===== src/rtl/lap_recorder_pkg.sv =====
// Shared types and BCD helpers for the lap recorder stopwatch.
package lap_recorder_pkg;

    localparam int DIGITS  = 8;
    localparam int CS_MAX  = 99;
    localparam int SEC_MAX = 59;
    localparam int MIN_MAX = 59;
    localparam int HR_MAX  = 23;

    typedef logic [3:0] bcd_t;
    typedef bcd_t [DIGITS-1:0] record_t;

    // Increment a two-digit BCD pair that wraps to 00 after max_val.
    // Result is {wrapped, hi, lo}; wrapped is the carry into the next pair.
    function automatic logic [8:0] pair_inc(input bcd_t hi, input bcd_t lo, input int max_val);
        bcd_t       max_hi;
        bcd_t       max_lo;
        logic [8:0] r;
        max_hi = bcd_t'(max_val / 10);
        max_lo = bcd_t'(max_val % 10);
        if (hi == max_hi && lo == max_lo) begin
            r = {1'b1, 8'h00};
        end else if (lo == 4'd9) begin
            r = {1'b0, hi + 4'd1, 4'd0};
        end else begin
            r = {1'b0, hi, lo + 4'd1};
        end
        return r;
    endfunction

endpackage


===== src/rtl/lap_recorder_key_debounce.sv =====
// Lap key synchroniser, debouncer and press detector.
// LAP_RECORDER_DEBOUNCE_EN selects the counting debouncer; otherwise the synchronised key is used directly.
module key_debounce #(
    parameter int DEB_CYCLES = 3
) (
    input  logic clock,
    input  logic reset,
    input  logic key,
    output logic press
);

    if (DEB_CYCLES < 1) begin : g_bad_deb
        $error("DEB_CYCLES must be at least 1");
    end

    logic [1:0] key_sync;
    logic [1:0] valid_sync;
    logic       key_s;
    logic       stable;
    logic       armed;
    logic       fall;

    assign key_s = key_sync[1];

    // A press only counts once a genuine released level has been seen after
    // reset, so a key held through reset never produces an insert.
    always_ff @(posedge clock or negedge reset) begin
        if (!reset) begin
            key_sync   <= 2'b11;
            valid_sync <= 2'b00;
            armed      <= 1'b0;
        end else begin
            key_sync   <= {key_sync[0], key};
            valid_sync <= {valid_sync[0], 1'b1};
            if (valid_sync[1] && key_s) begin
                armed <= 1'b1;
            end
        end
    end

`ifdef LAP_RECORDER_DEBOUNCE_EN
    localparam int CW = (DEB_CYCLES > 1) ? $clog2(DEB_CYCLES) : 1;

    logic [CW-1:0] cnt;
    logic          flip;

    assign flip = (key_s != stable) && (cnt == CW'(DEB_CYCLES - 1));

    always_ff @(posedge clock or negedge reset) begin
        if (!reset) begin
            stable <= 1'b1;
            cnt    <= '0;
        end else if (key_s == stable) begin
            cnt <= '0;
        end else if (flip) begin
            stable <= ~stable;
            cnt    <= '0;
        end else begin
            cnt <= cnt + 1'b1;
        end
    end

    assign fall = flip & stable;
`else
    always_ff @(posedge clock or negedge reset) begin
        if (!reset) begin
            stable <= 1'b1;
        end else begin
            stable <= key_s;
        end
    end

    assign fall = stable & ~key_s;
`endif

    assign press = fall & armed;

endmodule


===== src/rtl/lap_recorder.sv =====
// BCD stopwatch HH:MM:SS.CC with debounced lap capture feeding the LCD record bridge.
// Lap debounce is enabled by defining LAP_RECORDER_DEBOUNCE_EN.
module lap_recorder
    import lap_recorder_pkg::*;
#(
    parameter int CLK_HZ      = 50_000_000,
    parameter int TICK_HZ     = 100,
    parameter int DEBOUNCE_MS = 20
) (
    input  logic        clock,
    input  logic        reset,
    input  logic        run,
    input  logic        clear,
    input  logic        lap_key,
    output logic        insert,
    output logic [31:0] new_record,
    output logic [31:0] live_time,
    output logic        running
);

    localparam int PRESCALE   = CLK_HZ / TICK_HZ;
    localparam int DEB_CYCLES = CLK_HZ / 1000 * DEBOUNCE_MS;
    localparam int PW         = (PRESCALE > 1) ? $clog2(PRESCALE) : 1;

    if (CLK_HZ % TICK_HZ != 0) begin : g_bad_rate
        $error("CLK_HZ must be an integer multiple of TICK_HZ");
    end

    logic [1:0]    run_sync;
    logic [1:0]    clear_sync;
    logic          run_s;
    logic          clear_s;
    logic          tick;
    logic          press;
    logic [PW-1:0] pre_cnt;
    record_t       time_q;
    record_t       time_nxt;
    logic [8:0]    cs_inc;
    logic [8:0]    sec_inc;
    logic [8:0]    min_inc;
    logic [8:0]    hr_inc;

    always_ff @(posedge clock or negedge reset) begin
        if (!reset) begin
            run_sync   <= 2'b00;
            clear_sync <= 2'b00;
        end else begin
            run_sync   <= {run_sync[0], run};
            clear_sync <= {clear_sync[0], clear};
        end
    end

    assign run_s   = run_sync[1];
    assign clear_s = clear_sync[1];
    assign running = run_s & ~clear_s;
    assign tick    = running && (pre_cnt == PW'(PRESCALE - 1));

    always_ff @(posedge clock or negedge reset) begin
        if (!reset) begin
            pre_cnt <= '0;
        end else if (clear_s || tick) begin
            pre_cnt <= '0;
        end else if (running) begin
            pre_cnt <= pre_cnt + 1'b1;
        end
    end

    assign cs_inc  = pair_inc(time_q[1], time_q[0], CS_MAX);
    assign sec_inc = pair_inc(time_q[3], time_q[2], SEC_MAX);
    assign min_inc = pair_inc(time_q[5], time_q[4], MIN_MAX);
    assign hr_inc  = pair_inc(time_q[7], time_q[6], HR_MAX);

    // Each pair advances only when every lower pair wraps on this tick.
    always_comb begin
        time_nxt      = time_q;
        time_nxt[1:0] = cs_inc[7:0];
        if (cs_inc[8]) begin
            time_nxt[3:2] = sec_inc[7:0];
            if (sec_inc[8]) begin
                time_nxt[5:4] = min_inc[7:0];
                if (min_inc[8]) begin
                    time_nxt[7:6] = hr_inc[7:0];
                end
            end
        end
    end

    always_ff @(posedge clock or negedge reset) begin
        if (!reset) begin
            time_q <= '0;
        end else if (clear_s) begin
            time_q <= '0;
        end else if (tick) begin
            time_q <= time_nxt;
        end
    end

    // Capture samples time_q before this edge's tick or clear lands.
    always_ff @(posedge clock or negedge reset) begin
        if (!reset) begin
            insert     <= 1'b0;
            new_record <= '0;
        end else begin
            insert <= press;
            if (press) begin
                new_record <= time_q;
            end
        end
    end

    assign live_time = time_q;

    key_debounce #(
        .DEB_CYCLES(DEB_CYCLES)
    ) u_lap_key (
        .clock(clock),
        .reset(reset),
        .key  (lap_key),
        .press(press)
    );

endmodule


===== config.mk =====
export PLATFORM = sky130hd
export DESIGN_NAME = lap_recorder
export DESIGN_NICKNAME = d
export VERILOG_FILES = /design/src/rtl/lap_recorder_pkg.sv /design/src/rtl/lap_recorder_key_debounce.sv /design/src/rtl/lap_recorder.sv
export SDC_FILE = /design/constraint.sdc
export NUM_CORES = 1
export LEC_CHECK = 0
export ABC_CLOCK_PERIOD_IN_PS = 6100
export BUFFER_PORTS_ARGS = -buffer_cell sky130_fd_sc_hd__buf_2
export CAP_MARGIN = 10
export CORE_MARGIN = 2
export CORE_UTILIZATION = 45
export CTS_CLUSTER_SIZE = 16
export DETAILED_ROUTE_END_ITERATION = 10
export HOLD_SLACK_MARGIN = 0.08
export PLACE_DENSITY = 0.62
export SETUP_SLACK_MARGIN = 0.15
export SYNTH_ARGS = -nofsm -noshare
export SYNTH_HDL_FRONTEND = slang
export SYNTH_SLANG_ARGS = --single-unit

===== constraint.sdc =====
create_clock -name clock -period 6.1 [get_ports clock]
set_clock_uncertainty 0.05 [all_clocks]
set_input_delay 0.61 -clock clock [delete_from_list [all_inputs] [get_ports clock]]
set_output_delay 0.61 -clock clock [all_outputs]
set_load 0.01 [all_outputs]

## Word level (Yosys, flattened, before mapping)

Index checks and enable logic that the tools add are counted.

- Register bits after elaboration: 94
- Output and inout bits: 66

- $add $sub $neg: 9
- Equality and inequality tests: 10
- Multiplexer cells: 15
- Bitwise logic cells: 5
- Reductions and logical operators: 23

Operator list:

| operator | count |
|---|---|
| two-way mux 32 bit | 2 |
| two-way mux 8 bit | 6 |
| two-way mux 19 bit | 2 |
| adder 4 x 1 -> 4 bit (second input constant) | 8 |
| two-way mux 9 bit | 3 |
| two-way mux 24 bit | 1 |
| == test 4 bit (second input constant) | 5 |
| adder 19 x 1 -> 19 bit (second input constant) | 1 |
| == test 19 bit (second input constant) | 1 |
| two-way mux 16 bit | 1 |
| nonzero test 3 bit | 4 |
| nonzero test 2 bit | 5 |
| == test 4 x 2 -> 1 bit (second input constant) | 2 |
| == test 4 x 3 -> 1 bit (second input constant) | 2 |
| AND reduction 4 bit | 2 |
| logical AND 1 bit | 6 |
| AND reduction 3 bit | 2 |
| AND reduction 5 bit | 1 |
| AND reduction 2 bit | 2 |
| bitwise AND 1 bit | 3 |
| NOT 1 bit | 2 |
| logical OR 1 bit | 1 |

## Depth between registers and ports, before layout

- Depth after elaboration: 8
- Depth in mapped cells: 9

## Hierarchy

Synthesis repeated with hierarchy kept, for this count alone.

- Cells, all modules: 386
- Area, all modules: 4461.8 µm²

Modules (own cells, without submodules):

| module | times used | cells an instance | area each (µm²) |
|---|---|---|---|
| lap_recorder | 1 | 377 | 4286.6 |
| key_debounce | 1 | 9 | 175.2 |

## Worst setup path after synthesis

OpenSTA, ideal clock, no wires.

- Path type: register to register
- From: register time_q, in the netlist live_time[9]
- To: register time_q, in the netlist live_time[29]
- Library setup time: 125 ps
- Arrival: 2220 ps
- Required time: 5925 ps
- Path slack: 3704 ps
- Stages on the path, launching flop included: 9
- Path buffers: 1
- Cell sequence: dfrtp_1 > inv_1 > ha_1 > and3b_1 > nor2_1 > or4_1 > buf_2 > or3_4 > mux2_4

- Cells in the longest elaborated chain, start to end: 5

RTL lines:

| element | RTL line | source |
|---|---|---|
| from (decl) | lap_recorder.sv:36 | `record_t time_q;` |
| from (signal assigned) | lap_recorder.sv:94 | `time_q <= time_nxt;` |
| == test 4 bit | lap_recorder_pkg.sv:21 | `if (hi == max_hi && lo == max_lo) begin` |
| logical AND 1 bit | lap_recorder_pkg.sv:21 |  |
| two-way mux 9 bit | lap_recorder_pkg.sv:21 |  |
| nonzero test 2 bit (no source line) | - |  |
| AND reduction 5 bit (no source line) | - |  |

Every way passes these cells.
A chain may end at the register's enable or synchronous reset.

## Worst setup path in the final report

- From: register clear_sync[1]
- To: register time_q, in the netlist live_time[30]

- Cells in the longest elaborated chain, start to end: 5

RTL lines:

| element | RTL line | source |
|---|---|---|
| from (decl) | lap_recorder.sv:30 | `logic [1:0] clear_sync;` |
| from (signal assigned) | lap_recorder.sv:49 | `clear_sync <= {clear_sync[0], clear};` |
| NOT 1 bit | lap_recorder.sv:55 | `assign running = run_s & ~clear_s;` |
| bitwise AND 1 bit | lap_recorder.sv:55 |  |
| logical AND 1 bit | lap_recorder.sv:56 | `assign tick = running && (pre_cnt == PW'(PRESCALE - 1));` |
| nonzero test 2 bit (no source line) | - |  |
| AND reduction 5 bit (no source line) | - |  |

Several ways; a longest one is shown, not always the timed one.

==> impl_summary.txt <==
----------------------------------------------------
[Die]
  Core area ... 9280 sq um
  # rows ... 35
  Starting density of the core ... 46.6%
  Num ports ... 71
  Die Span X ... 102 um
  Die span in y ... 102 um
  Overall die area ... 10400 sq um

[GRT]
  Global-route wire length before repair ... 15800 um
  Maximum number of pins on one net before global-route repair ... 50
  Antenna violations before repair ... 0
  Via count of the first global-routing pass ... 3332
  Total GRT Usage ... 19.4%
  Congestion Overflow GR ... 0

[Logic synthesis]
  Post-synthesis sequential element count ... 94
  Share of the yosys chip area belonging to registers ... 54.4%
  Cell variety after synth ... 53
  Count of flip-flops with a built-in enable after synthesis ... 0
  Cell taking the most area after synthesis ... sky130_fd_sc_hd__dfrtp_1
  FFs w/ async S/R, synth ... 100%
  Commonest register cell after synthesis ... sky130_fd_sc_hd__dfrtp_1
  Per-instance average area after synthesis ... 9.79 sq um
  Cells taking the most area after synthesis ... sky130_fd_sc_hd__dfrtp_1 (53%), sky130_fd_sc_hd__nand2_1 (8.2%), sky130_fd_sc_hd__ha_1 (3.8%)
  Net count after synthesis ... 460
  Top cell type's share of synthesized area ... 52.6%
  Post-synthesis instance area ... 4330 sq um
  Syn. warnings ... 0
  Cell count after synthesis ... 442

[Critical path]
  Capturing element of the worst setup path ... live_time[30]
  Type of the worst setup path ... register to register
  Required @ worst endpoint ... 6.30 ns
  Reg-to-reg startpoint ... clear_sync[1]
  Maximum fanout encountered on the critical timing path ... 24
  Worst Path Arrival ... 3.27 ns
  Delay-heaviest family, CP ... simple AND/OR/NAND/NOR gates
  Number of buffers and inverters on the critical path ... 1
  WP depth ... 5
  CP Cell Sequence ... inv_1, and2_1, or4_1, or3_4, a221o_1
  Slowest stage delay, CP ... 0.85 ns
  Source of the critical timing path ... clear_sync[1]
  R2R depth ... 5
  Reg2Reg Setup Slack ... 3.04 ns
  Cell with the largest stage delay on the worst path ... sky130_fd_sc_hd__dfrtp_1
  Critical path capture point type ... register
  Reg2Reg Capture Point ... live_time[30]
  Critical path startpoint category ... register

[STA]
  Unrepaired setup endpoints after global routing ... false
  Final setup violating endpoints ... 0
  Normalized max-slew margin ... 23.7%
  Number of hold-slack violations in the final timing report ... 0
  Final period util ... 50.2%
  Final critical delay including setup and external delays ... 3.06 ns
  Highest Clock Rate ... 326 MHz
  Worst Max-Slew Pin Slew ... 1.13 ns
  Worst Setup Slack, final ... 3.04 ns
  Number of pins with negative max-slew slack in the final report ... 0
  Final total negative setup slack ... 0 ns
  Hold slack ... 0.186 ns

[Clock tree]
  CTS tree ... built
  # hold bufs at CTS ... 0
  Number of instances resized during post-cts repair ... 0
  Total clock sinks ... 94
  Setup repair bufs after CTS ... 0
  Maximum buffer depth of the clock tree ... 2
  Cts bufs inserted ... 9
  Clk Latency, worst-skew pair ... 0.36 ns
  Buffer type at the clock tree root ... sky130_fd_sc_hd__clkbuf_8
  Count of H-tree levels built during CTS ... 3
  Clock-pin slew of the registers on the worst-case setup and hold paths ... 0.10 ns

[Pwr]
  Share of total power in sequential cells ... 56.5%
  Cell Int Power ... 879 uW
  Part of the total power dissipated in the clock network ... 35.5%
  IR Drop Worst-Case VDD ... 112 uV
  Combinational share of power ... 8.0%
  Static power due to leakage ... 2.48 nW
  Switching share of power ... 25.9%
  Final Power ... 1.19 mW
  Total net switching power ... 308 uW
  Pwr Density ... 238 nW/um^2

[Final layout]
  Antenna cell count ... 0
  Fraction of final layout cells with drive strength greater than 1 ... 19.5%
  Signed area change from the synthesized netlist to the final layout ... 15.4%
  Final Instance Area ... 5000 sq um
  Total of fill cells in the finished design ... 877
  Number of nets in the layout ... 527
  Non-filler cells, final ... 643
  Post-layout utilization of the core ... 53.8%

[Placement]
  Post-placement setup slack ... 3.05 ns
  Detail Placement HPWL ... 6560 um
  Dpl cell area ... 4800 sq um
  Final weighted congestion in routability-driven placement ... 0.794
  Placed insts ... 627
  Count of input and output buffers ... 70

[Drt]
  DRT Wirelength ... 9500 um
  Residual DRC count ... 0
  Via density ... 5.26
  Mean routed wirelength per cell ... 14.8 um
  Number of DRC markers after the initial detailed-route iteration ... 100
  Antenna Violating Nets Remaining ... 0
  DRT Pass-1 Iters ... 4
  Number of vias after detailed routing ... 3382

[Status]
  Status ... completed

[Run]
  Total of max-cap violations ... 0

[Min path]
  Hold Path Class ... input port to async pin

----------------------------------------------------
## cells in the mapped netlist (2+ instances only)
master                      count
sky130_fd_sc_hd__o31ai_1        8
sky130_fd_sc_hd__o21a_1         2
sky130_fd_sc_hd__ha_1          13
sky130_fd_sc_hd__a21oi_1        4
sky130_fd_sc_hd__nor3b_1        2
sky130_fd_sc_hd__a31oi_1        5
sky130_fd_sc_hd__nand2_1       95
sky130_fd_sc_hd__dfrtp_1       91
sky130_fd_sc_hd__nand4b_1       2
sky130_fd_sc_hd__inv_1         13
sky130_fd_sc_hd__buf_2          4
sky130_fd_sc_hd__nand3b_1       4
sky130_fd_sc_hd__xor2_1        12
sky130_fd_sc_hd__dfstp_2        3
sky130_fd_sc_hd__nor4b_1        2
sky130_fd_sc_hd__or2_2          3
sky130_fd_sc_hd__xnor2_1        8
sky130_fd_sc_hd__nor2b_1        4
sky130_fd_sc_hd__nor4bb_1       2
sky130_fd_sc_hd__o41ai_1        5
sky130_fd_sc_hd__and2_1         2
sky130_fd_sc_hd__nor3_1         4
sky130_fd_sc_hd__or4_1          5
sky130_fd_sc_hd__nand4_1        9
sky130_fd_sc_hd__and3b_1        2
sky130_fd_sc_hd__nor2_1        36
sky130_fd_sc_hd__clkbuf_1      11
sky130_fd_sc_hd__o21ai_0       32
sky130_fd_sc_hd__a41oi_1        3
sky130_fd_sc_hd__o2bb2ai_1      2
sky130_fd_sc_hd__and4_1         3
sky130_fd_sc_hd__nand2b_1       6
sky130_fd_sc_hd__nand3_1       21
sky130_fd_sc_hd__and3_1         4
sky130_fd_sc_hd__a21o_1         2
## final cells by class
type	instances	area (sq um)	area share [%]
clock inverter	5	58.8	1.18
timing repair buffer	72	368	7.36
inverter	13	48.8	0.976
clock buffer	11	141	2.83
multi-input combinational	319	1860	37.3
sequential	94	2360	47.1
tap	129	161	3.23
## state kept, by name, indices dropped and copies added, names as in the netlist
| name | cells |
|---|---|
| insert | 1 |
| u_lap_key.valid_sync | 2 |
| pre_cnt | 19 |
| run_sync | 2 |
| u_lap_key.key_sync | 2 |
| u_lap_key.armed | 1 |
| u_lap_key.stable | 1 |
| live_time | 32 |
| clear_sync | 2 |
| new_record | 32 |
## power by group through the flow
stage          Sequential (mW)  Clock [mW]  Combinational (mW)
6_report                 0.670       0.421              0.0955
3_5_place_dp             0.682           0              0.0980
3_3_place_gp             0.681           0              0.0968
4_1_cts                  0.671       0.433              0.0985
5_1_grt                  0.675       0.459               0.112
2_1_floorplan            0.683           0              0.0478
## worst min path at each step
stage,slack [ns],to,depth (start not counted)
final,0.19,insert,1
after global routing,0.23,insert,1
after CTS,0.20,insert,1
after detailed placement,0.29,u_lap_key.valid_sync[1],0
after global placement,0.28,run_sync[1],0
after floorplan,0.26,clear_sync[0],0
## logic make-up (layout without fill, tap and decap cells)
logic type | count (synthesis) | in the layout | synth area share, %
simple gates | 213 | 213 | 24.1
fa+ha+maj | 13 | 13 | 3.76
buf+inv | 29 | 101 | 2.63
flops | 94 | 94 | 54.4
xor+xnor | 20 | 20 | 4.05
mux | 1 | 1 | 0.347
compound gates | 71 | 71 | 10.6
other cells | 1 | 1 | 0.0866
## cell usage in the layout, fill, tap and decap left out, types with 3 or more instances in the layout
master	n
sky130_fd_sc_hd__nand2_1	95
sky130_fd_sc_hd__dfrtp_1	91
sky130_fd_sc_hd__buf_2	69
sky130_fd_sc_hd__nor2_1	36
sky130_fd_sc_hd__o21ai_0	31
sky130_fd_sc_hd__nand3_1	21
sky130_fd_sc_hd__inv_1	13
sky130_fd_sc_hd__ha_1	13
sky130_fd_sc_hd__xor2_1	12
sky130_fd_sc_hd__clkbuf_8	10
sky130_fd_sc_hd__nand4_1	9
sky130_fd_sc_hd__o31ai_1	8
sky130_fd_sc_hd__xnor2_1	8
sky130_fd_sc_hd__nand2b_1	6
sky130_fd_sc_hd__a31oi_1	5
sky130_fd_sc_hd__or4_1	5
sky130_fd_sc_hd__o41ai_1	5
sky130_fd_sc_hd__nor2b_1	4
sky130_fd_sc_hd__nand3b_1	4
sky130_fd_sc_hd__and3_1	4
sky130_fd_sc_hd__nor3_1	4
sky130_fd_sc_hd__a21oi_1	4
sky130_fd_sc_hd__and4_1	3
sky130_fd_sc_hd__a41oi_1	3
sky130_fd_sc_hd__or2_2	3
sky130_fd_sc_hd__buf_4	3
sky130_fd_sc_hd__dfstp_2	3
## metal layers
metal	GRT usage, %	wire length [um]	up-vias
li1	-	-	1662
met1	26.3	4460	1625
met2	30.6	4410	77
met3	3.35	412	18
met4	9.23	225	0
met5	0	0	-
No activity file was read; power rests on OpenSTA's default activity.
